--- src/rtl/jpeg_dezigzag_pkg.sv ---
// Shared constants for the zigzag-to-raster reorder buffer: block size, scan table and
// the per-bank lifecycle enum used by the top-level checks.
package jpeg_dezigzag_pkg;

  localparam int unsigned COEF_PER_BLK = 64;

  // Zigzag scan position -> raster (row*8+col) position.
  localparam logic [5:0] ZZ2RASTER [COEF_PER_BLK] = '{
    6'd0,  6'd1,  6'd8,  6'd16, 6'd9,  6'd2,  6'd3,  6'd10,
    6'd17, 6'd24, 6'd32, 6'd25, 6'd18, 6'd11, 6'd4,  6'd5,
    6'd12, 6'd19, 6'd26, 6'd33, 6'd40, 6'd48, 6'd41, 6'd34,
    6'd27, 6'd20, 6'd13, 6'd6,  6'd7,  6'd14, 6'd21, 6'd28,
    6'd35, 6'd42, 6'd49, 6'd56, 6'd57, 6'd50, 6'd43, 6'd36,
    6'd29, 6'd22, 6'd15, 6'd23, 6'd30, 6'd37, 6'd44, 6'd51,
    6'd58, 6'd59, 6'd52, 6'd45, 6'd38, 6'd31, 6'd39, 6'd46,
    6'd53, 6'd60, 6'd61, 6'd54, 6'd47, 6'd55, 6'd62, 6'd63
  };

  typedef enum logic [1:0] {
    BankEmpty,
    BankFilling,
    BankFull,
    BankDraining
  } bank_state_e;

  function automatic bank_state_e bank_state(input logic       full,
                                             input logic       is_wr,
                                             input logic       is_rd,
                                             input logic [5:0] rcnt);
    if (full && is_rd && (rcnt != 6'd0)) return BankDraining;
    else if (full)                       return BankFull;
    else if (is_wr)                      return BankFilling;
    else                                 return BankEmpty;
  endfunction

endpackage

--- src/rtl/jpeg_dezigzag_bank.sv ---
// One 64-entry coefficient bank: synchronous write port, combinational read port.
module jpeg_dezigzag_bank
  import jpeg_dezigzag_pkg::*;
#(
  parameter int unsigned DATA_W = 12
) (
  input  logic              clk,
  input  logic              we,
  input  logic [5:0]        waddr,
  input  logic [DATA_W-1:0] wdata,
  input  logic [5:0]        raddr,
  output logic [DATA_W-1:0] rdata
);

  logic [DATA_W-1:0] mem [COEF_PER_BLK];

  // Storage is deliberately not reset; readers qualify it with the bank-full flag.
  always_ff @(posedge clk) begin
    if (we) mem[waddr] <= wdata;
  end

  assign rdata = mem[raddr];

endmodule

--- src/rtl/jpeg_dezigzag_buffer.sv ---
// Ping-pong 8x8 block buffer: accepts coefficients in zigzag order, emits them in raster
// order. Writes scatter through the scan table; reads walk the bank linearly.
module jpeg_dezigzag_buffer
  import jpeg_dezigzag_pkg::*;
#(
  parameter int unsigned DATA_W = 12
) (
  input  logic              clk,
  input  logic              rst_n,
  input  logic              in_valid,
  output logic              in_ready,
  input  logic [DATA_W-1:0] in_data,
  output logic              out_valid,
  input  logic              out_ready,
  output logic [DATA_W-1:0] out_data,
  output logic [5:0]        out_index,
  output logic              out_last
);

  logic [1:0]        bank_full_q, bank_full_d;
  logic              wb_q, wb_d;
  logic              rb_q, rb_d;
  logic [5:0]        wcnt_q, wcnt_d;
  logic [5:0]        rcnt_q, rcnt_d;
  logic              wr_fire, rd_fire;
  logic [DATA_W-1:0] rdata [2];
  bank_state_e       bank_st [2];

  assign in_ready  = !bank_full_q[wb_q];
  assign out_valid = bank_full_q[rb_q];
  assign wr_fire   = in_valid && in_ready;
  assign rd_fire   = out_valid && out_ready;

  assign out_index = rcnt_q;
  assign out_last  = (rcnt_q == 6'd63);
  assign out_data  = rb_q ? rdata[1] : rdata[0];

  // A write and a read can never target the same bank in one cycle (one needs it empty,
  // the other full), so both flag updates below apply independently.
  always_comb begin
    bank_full_d = bank_full_q;
    wb_d        = wb_q;
    rb_d        = rb_q;
    wcnt_d      = wcnt_q;
    rcnt_d      = rcnt_q;
    if (wr_fire) begin
      wcnt_d = wcnt_q + 6'd1;
      if (wcnt_q == 6'd63) begin
        bank_full_d[wb_q] = 1'b1;
        wb_d              = !wb_q;
      end
    end
    if (rd_fire) begin
      rcnt_d = rcnt_q + 6'd1;
      if (rcnt_q == 6'd63) begin
        bank_full_d[rb_q] = 1'b0;
        rb_d              = !rb_q;
      end
    end
  end

  always_ff @(posedge clk or negedge rst_n) begin
    if (!rst_n) begin
      bank_full_q <= 2'b00;
      wb_q        <= 1'b0;
      rb_q        <= 1'b0;
      wcnt_q      <= 6'd0;
      rcnt_q      <= 6'd0;
    end else begin
      bank_full_q <= bank_full_d;
      wb_q        <= wb_d;
      rb_q        <= rb_d;
      wcnt_q      <= wcnt_d;
      rcnt_q      <= rcnt_d;
    end
  end

  for (genvar g = 0; g < 2; g++) begin : g_bank
    jpeg_dezigzag_bank #(
      .DATA_W (DATA_W)
    ) u_bank (
      .clk   (clk),
      .we    (wr_fire && (wb_q == 1'(g))),
      .waddr (ZZ2RASTER[wcnt_q]),
      .wdata (in_data),
      .raddr (rcnt_q),
      .rdata (rdata[g])
    );

    assign bank_st[g] = bank_state(bank_full_q[g], wb_q == 1'(g), rb_q == 1'(g), rcnt_q);

    a_empty_next: assert property (@(posedge clk) disable iff (!rst_n)
      (bank_st[g] == BankEmpty) |=> (bank_st[g] inside {BankEmpty, BankFilling}));
    a_full_next: assert property (@(posedge clk) disable iff (!rst_n)
      (bank_st[g] == BankFull) |=> (bank_st[g] inside {BankFull, BankDraining}));
  end

  a_both_full_stall: assert property (@(posedge clk) disable iff (!rst_n)
    (bank_full_q == 2'b11) |-> !in_ready);

endmodule

--- config.mk ---
export PLATFORM = sky130hd
export DESIGN_NAME = jpeg_dezigzag_buffer
export DESIGN_NICKNAME = d
export VERILOG_FILES = /design/src/rtl/jpeg_dezigzag_pkg.sv /design/src/rtl/jpeg_dezigzag_bank.sv /design/src/rtl/jpeg_dezigzag_buffer.sv
export SDC_FILE = /design/constraint.sdc
export NUM_CORES = 2
export LEC_CHECK = 0
export ABC_AREA = 1
export CAP_MARGIN = 30
export CELL_PAD_IN_SITES_DETAIL_PLACEMENT = 1
export CELL_PAD_IN_SITES_GLOBAL_PLACEMENT = 2
export CORE_MARGIN = 1.5
export CORE_UTILIZATION = 40
export CTS_BUF_LIST = sky130_fd_sc_hd__clkbuf_8
export DETAILED_ROUTE_END_ITERATION = 16
export GPL_ROUTABILITY_DRIVEN = 0
export PLACE_DENSITY_LB_ADDON = 0.05
export SETUP_SLACK_MARGIN = 0.1
export SLEW_MARGIN = 20
export SYNTH_ARGS = -nofsm -noshare
export SYNTH_HDL_FRONTEND = slang
export SYNTH_HIERARCHICAL = 1
export SYNTH_SLANG_ARGS = --single-unit
export TNS_END_PERCENT = 20
--- constraint.sdc ---
create_clock -name clk -period 3.9 [get_ports clk]
set_clock_uncertainty 0.15 [all_clocks]
set_input_delay 0.39 -clock clk [delete_from_list [all_inputs] [get_ports clk]]
set_output_delay 0.39 -clock clk [all_outputs]
set_load 0.05 [all_outputs]
# [Yosys cells after proc, flatten, opt, wreduce, memory -nomap -nowiden]
# Memory sizes are Yosys's and may differ from the RTL's.
# Index checks and enable logic that the tools add are counted.
[totals] n_memories=3 out_inout_bits=21 ff_bits=16 mem_bits_rw=1536 rom_bits=384 word_cells=52 input_bits=16
[mem_list] name="g_bank[0].u_bank.mem" depth=64 word_bits=12 read_ports=1 rd_ports_with_merged_regs=0 write_ports=1 line_no="jpeg_dezigzag_bank.sv:15" rtl="logic [DATA_W-1:0] mem [COEF_PER_BLK];"
[mem_list] name="g_bank[1].u_bank.mem" depth=64 word_bits=12 read_ports=1 rd_ports_with_merged_regs=0 write_ports=1 line_no="jpeg_dezigzag_bank.sv:15"
[mem_list] name="(name not given)" depth=64 word_bits=6 read_ports=1 rd_ports_with_merged_regs=0 write_ports=0 line_no="jpeg_dezigzag_buffer.sv:84" rtl=".waddr (ZZ2RASTER[wcnt_q]),"
[classes] bitwise_logic=5 reduce_logical=11 n_eq_ne=2 order_cmp=5 muxes=19 add_sub_neg=2
[op_table] operator="6-bit by 1-bit adder with 6-bit output (second input constant)" count=2
[op_table] operator="6-bit == test (second input constant)" count=2
[op_table] operator="12-bit two-way mux" count=1
[op_table] operator="6-bit two-way mux" count=2
[op_table] operator="1-bit two-way mux" count=10
[op_table] operator="2-bit two-way mux" count=4
[op_table] operator="7-bit >= comparator (second input constant)" count=1
[op_table] operator="6-bit NOT with 7-bit output" count=1
[op_table] operator="1-bit logical AND" count=6
[op_table] operator="1-bit by 2-bit less-than comparator with 1-bit output (second input constant)" count=2
[op_table] operator="2-bit AND reduction" count=2
[op_table] operator="1-bit zero test" count=3
[op_table] operator="2-bit bitwise AND" count=1
[op_table] operator="1-bit demux with 1-bit select" count=2
[op_table] operator="1-bit >= comparator (second input constant)" count=2
[op_table] operator="2-bit NOT" count=1
[op_table] operator="2-bit OR" count=1
[op_table] operator="1-bit NOT" count=1

# [Depth between registers and ports, before layout]
[logic_depth] word_depth=10 depth_mapped=14 mapped_depth_nobuf=12

# [Hierarchy]
# The synthesis kept the hierarchy.
[by_module_without_submodules] mod="jpeg_dezigzag_bank" n_inst=2 area_per_inst_um2=31435.1 cells_per_inst=2649 seq_area_each_um2=23062.1
[by_module_without_submodules] mod="jpeg_dezigzag_buffer" n_inst=1 area_per_inst_um2=1742.9 cells_per_inst=276 seq_area_each_um2=400.4

# [Worst setup path before layout]
# No wires, ideal clock.
[synth_path] kind="register to register" from="reg wcnt_q[0]" to="mem g_bank[0].u_bank.mem[48][0], enable pin" arrival_time_ps=3274 synth_period_minus_slack_ps=3836 t_required_ps=3337 path_slack_ps=64 setup_ps=413 stages_incl_launch_ff=9 n_path_buf=1 path_cell_list="dfrtp_1 -> buf_4 -> inv_1 -> ha_1 -> inv_1 -> a21oi_1 -> o21ai_0 -> nand4_1 -> nor4_1"
[synth_between] elab_chain_len=4
[synth_rtl] item="from (decl)" line_no="jpeg_dezigzag_buffer.sv:23" rtl="logic [5:0] wcnt_q, wcnt_d;"
[synth_rtl] item="from (signal assigned)" line_no="jpeg_dezigzag_buffer.sv:73" rtl="wcnt_q <= wcnt_d;"
[synth_rtl] item="6-bit NOT with 7-bit output (not written as such)" line_no="jpeg_dezigzag_buffer.sv:84"
[synth_rtl] item="memory read 64 x 6 bit"
[synth_rtl] item="6-bit two-way mux (2 in series)"
[synth_rtl] item="to (decl)" line_no="jpeg_dezigzag_bank.sv:15"
# Every way passes these cells. The select of a mux whose other input is x is not followed.

==> qor.yml <==
die:
  coreArea_um2: 160000
  die_area_um2: 164000
  die_h_um: 405
  die_w_um: 405
  placementRows: 147
  ios: 37
  initial_core_util_pct: 40.3
synthesis:
  ys_seq_elements: 1552
  synth_most_common_cell: "nand2_1"
  synth.yosys.seq_area_share_pct: 72.0
  syn-num-nets: 5607
  synth_edf_count: 1536
  synth.distinct_cells: 35
  syn_area_um2: 64600
  yosys.area.top_type: "edfxtp_1"
  synthArstFlopShare_pct: 1.03
  netlist.area_leader.share_pct: 71.4
  synth_commonest_cells: "nand2_1, edfxtp_1, nand3_1, buf_2, nor2_1"
  synthTopCellsByArea: "edfxtp_1, nand2_1, nand3_1"
  syn_inst: 5574
  synth_flop_cell: "edfxtp_1"
  yosys_warnings: 6
  avgSynthCellArea_um2: 11.6
worst_setup_path:
  path_max_fanout: 33
  slowest_stage: "dfrtp_4"
  cp.arrival_ns: 3.46
  critPathCaptureType: "output pin"
  cp_cell_sequence: "buf_12 > buf_4 > buf_16 > nand3_1 > nand3_1 > nand2_1 > nand2_1 > nand3_2 > nand3_4 > nand2_4 > nand2_4 > nand2_4 > buf_8"
  cp.required_ns: 3.36
  start_kind: "flop"
  cpMostUsedCell: "nand2_4"
  max_stage_delay_ns: 0.53
  path_class: "reg2out"
cts:
  cts_max_level: 5
  cts-root-buf: "clkbuf_8"
  cts_sinks: 1552
  ctsLongestPathBuffers: 4
  insertion_delay_ns: 1.00
  clkTransAtPathRegs_ns: 0.06
  cts_tree: "yes"
  numCtsBuffers: 292
grt:
  grt_usage_pct: 26.9
  grt_pass1_vias: 46100
  grt_max_degree: 97
  grt_antenna_before_repair: 4
  overflow: 0
  grt_pass1_wl_mm: 320
drt:
  drc: 0
  routed_via_density: 5.39
  drt-initial-drc-count: 3463
  ant_nets: 0
  wire_per_inst_um: 27.0
  dr.pass1.iters: 5
  via_count: 45200
  drt_wl_total_mm: 227
timing:
  setup_violations: 12
  slew_headroom_pct: 26.1
  timing.hold.ws_ns: 0.160
  post-route-period-util_pct: 103
  drv_slew: 0
  grt_setup_unrepaired: "yes"
  tightest_slew_ns: 1.11
  finalHoldViolations: 0
  min_period_ns: 4.00
  setup_ws_ns: -0.0984
  max_clock_freq_mhz: 250
  setup-tns-final_ns: -0.816
finish:
  n_fill_cell: 16600
  multiInputGateArea_um2: 18100
  drive_above_1_share_pct: 20.3
  fin_nets: 6052
  seq_area_um2: 46500
  area_growth_pct: 23.3
placement:
  dpl.hpwl_mm: 123
  io_buffers: 36
job:
  cap_violations: 0
power:
  leakage_nw: 29.5
  power_density_nw_per_um2: 757
  peakVddDrop_uv: 712
outcome:
  violations: "setup timing"
  status: "finished, violations left"
hold_path:
  hold_class: "in2async"
## area by class of cell
cell class | count | area share [%]
repair buffers | 493 | 8.70
flip-flops and latches | 1552 | 58.4
clock buffers | 302 | 5.22
diodes | 7 | 0.0220
repair inverters | 7 | 0.178
inverters | 50 | 0.353
well taps | 2160 | 3.39
clock inverters | 185 | 1.03
multi-input cells | 3623 | 22.7
## sequential cells by signal (all words and copies together), names as in the netlist
register / count
bank_full_q: 2
g_bank.u_bank/mem: 1536
out_index: 6
rb_q: 1
wb_q: 1
wcnt_q: 6
## stage by stage
stage	power (mW)	utilization [%]	setup WS, ns	cells	instance area [µm²]
5_1_grt	63.1	49.7	-0.187	8373	79600
2_1_floorplan	31.1	-	0.0637	5574	64600
4_1_cts	57.3	47.9	-0.176	8307	76900
3_3_place_gp	38.5	42.9	0.348	7729	68700
3_5_place_dp	38.7	42.9	0.303	7729	68700
6_report	60.3	49.7	-0.0984	8379	79600
## kinds of logic (layout without fill, tap and decap cells)
logic type	count (synthesis)	in the layout	share of synthesized area, %
flip-flops	1552	1552	72.0
XOR/XNOR	5	5	0.0678
AND/OR/NAND/NOR	3577	3577	23.6
adder cells (fa/ha/maj)	17	17	0.329
AO/OA/AOI/OAI	24	24	0.213
other	0	7	0
buffers and inverters	399	1037	3.76
## power breakdown
| part | switching (mW) | internal [mW] |
|---|---|---|
| combinational | 18.0 | 9.70 |
| sequential | 0.142 | 18.4 |
| clock | 6.79 | 7.30 |
| total | 24.9 | 35.4 |
## critical path, delay by kind of cell (launching register included)
kind / cells / cell delay [ns]
DFF: 1 / 0.53
and+or+nand+nor: 9 / 1.18
buffers and inverters: 4 / 0.67
## per-layer routing
layer | global-route usage [%] | up-vias | wire length [µm] | share of wire, %
met5 | 0 | - | 0 | 0
met4 | 7.22 | 0 | 6360 | 2.8
met3 | 4.03 | 340 | 10100 | 4.5
met2 | 45.3 | 1136 | 111000 | 49
met1 | 36.2 | 23200 | 98900 | 44
li1 | - | 20500 | - | -
## layout by cell type (no fill, tap or decap), drive strengths merged, types with 2 or more instances in the layout
cell	instances
nand2	2062
edfxtp	1536
nand3	1347
buf	422
clkbuf	337
inv	137
nor2	127
clkinv	96
nand4	23
ha	17
nor4	16
dfrtp	16
dlygate4sd3	15
o21ai	13
clkdlybuf4s50	11
bufbuf	10
a21oi	8
diode	7
clkinvlp	6
xor2	3
bufinv	3
xnor2	2
## path summary, 6_finish.rpt
kind | startpoint | endpoint | slack [ns] | cells past startpoint
setup / recovery | out_index[1] | out_data[6] | -0.1 | 13
hold / removal | rst_n | out_index[5] | 0.16 | 2
setup reg to reg | wcnt_q[1] | g_bank[1].u_bank/mem[30][0] | 0.38 | 14
hold reg to reg | bank_full_q[1] | bank_full_q[1] | 0.44 | 4
max in group asynchronous | rst_n | out_index[2] | 2.85 | 3
min in group clk | in_data[11] | g_bank[1].u_bank/mem[7][11] | 0.22 | 2
## repair_timing
action / 4_1_cts / 5_1_grt
buffers inserted: 33 / 25
endpoints found under the setup margin: 13 / 225
hold buffers: 15 / 0
gates cloned: 43 / 39
hold endpoints to repair: 997 / 0
pin swaps: 51 / 164
resized for setup: 331 / 335
Note: power is estimated with default switching activity, not from simulation.
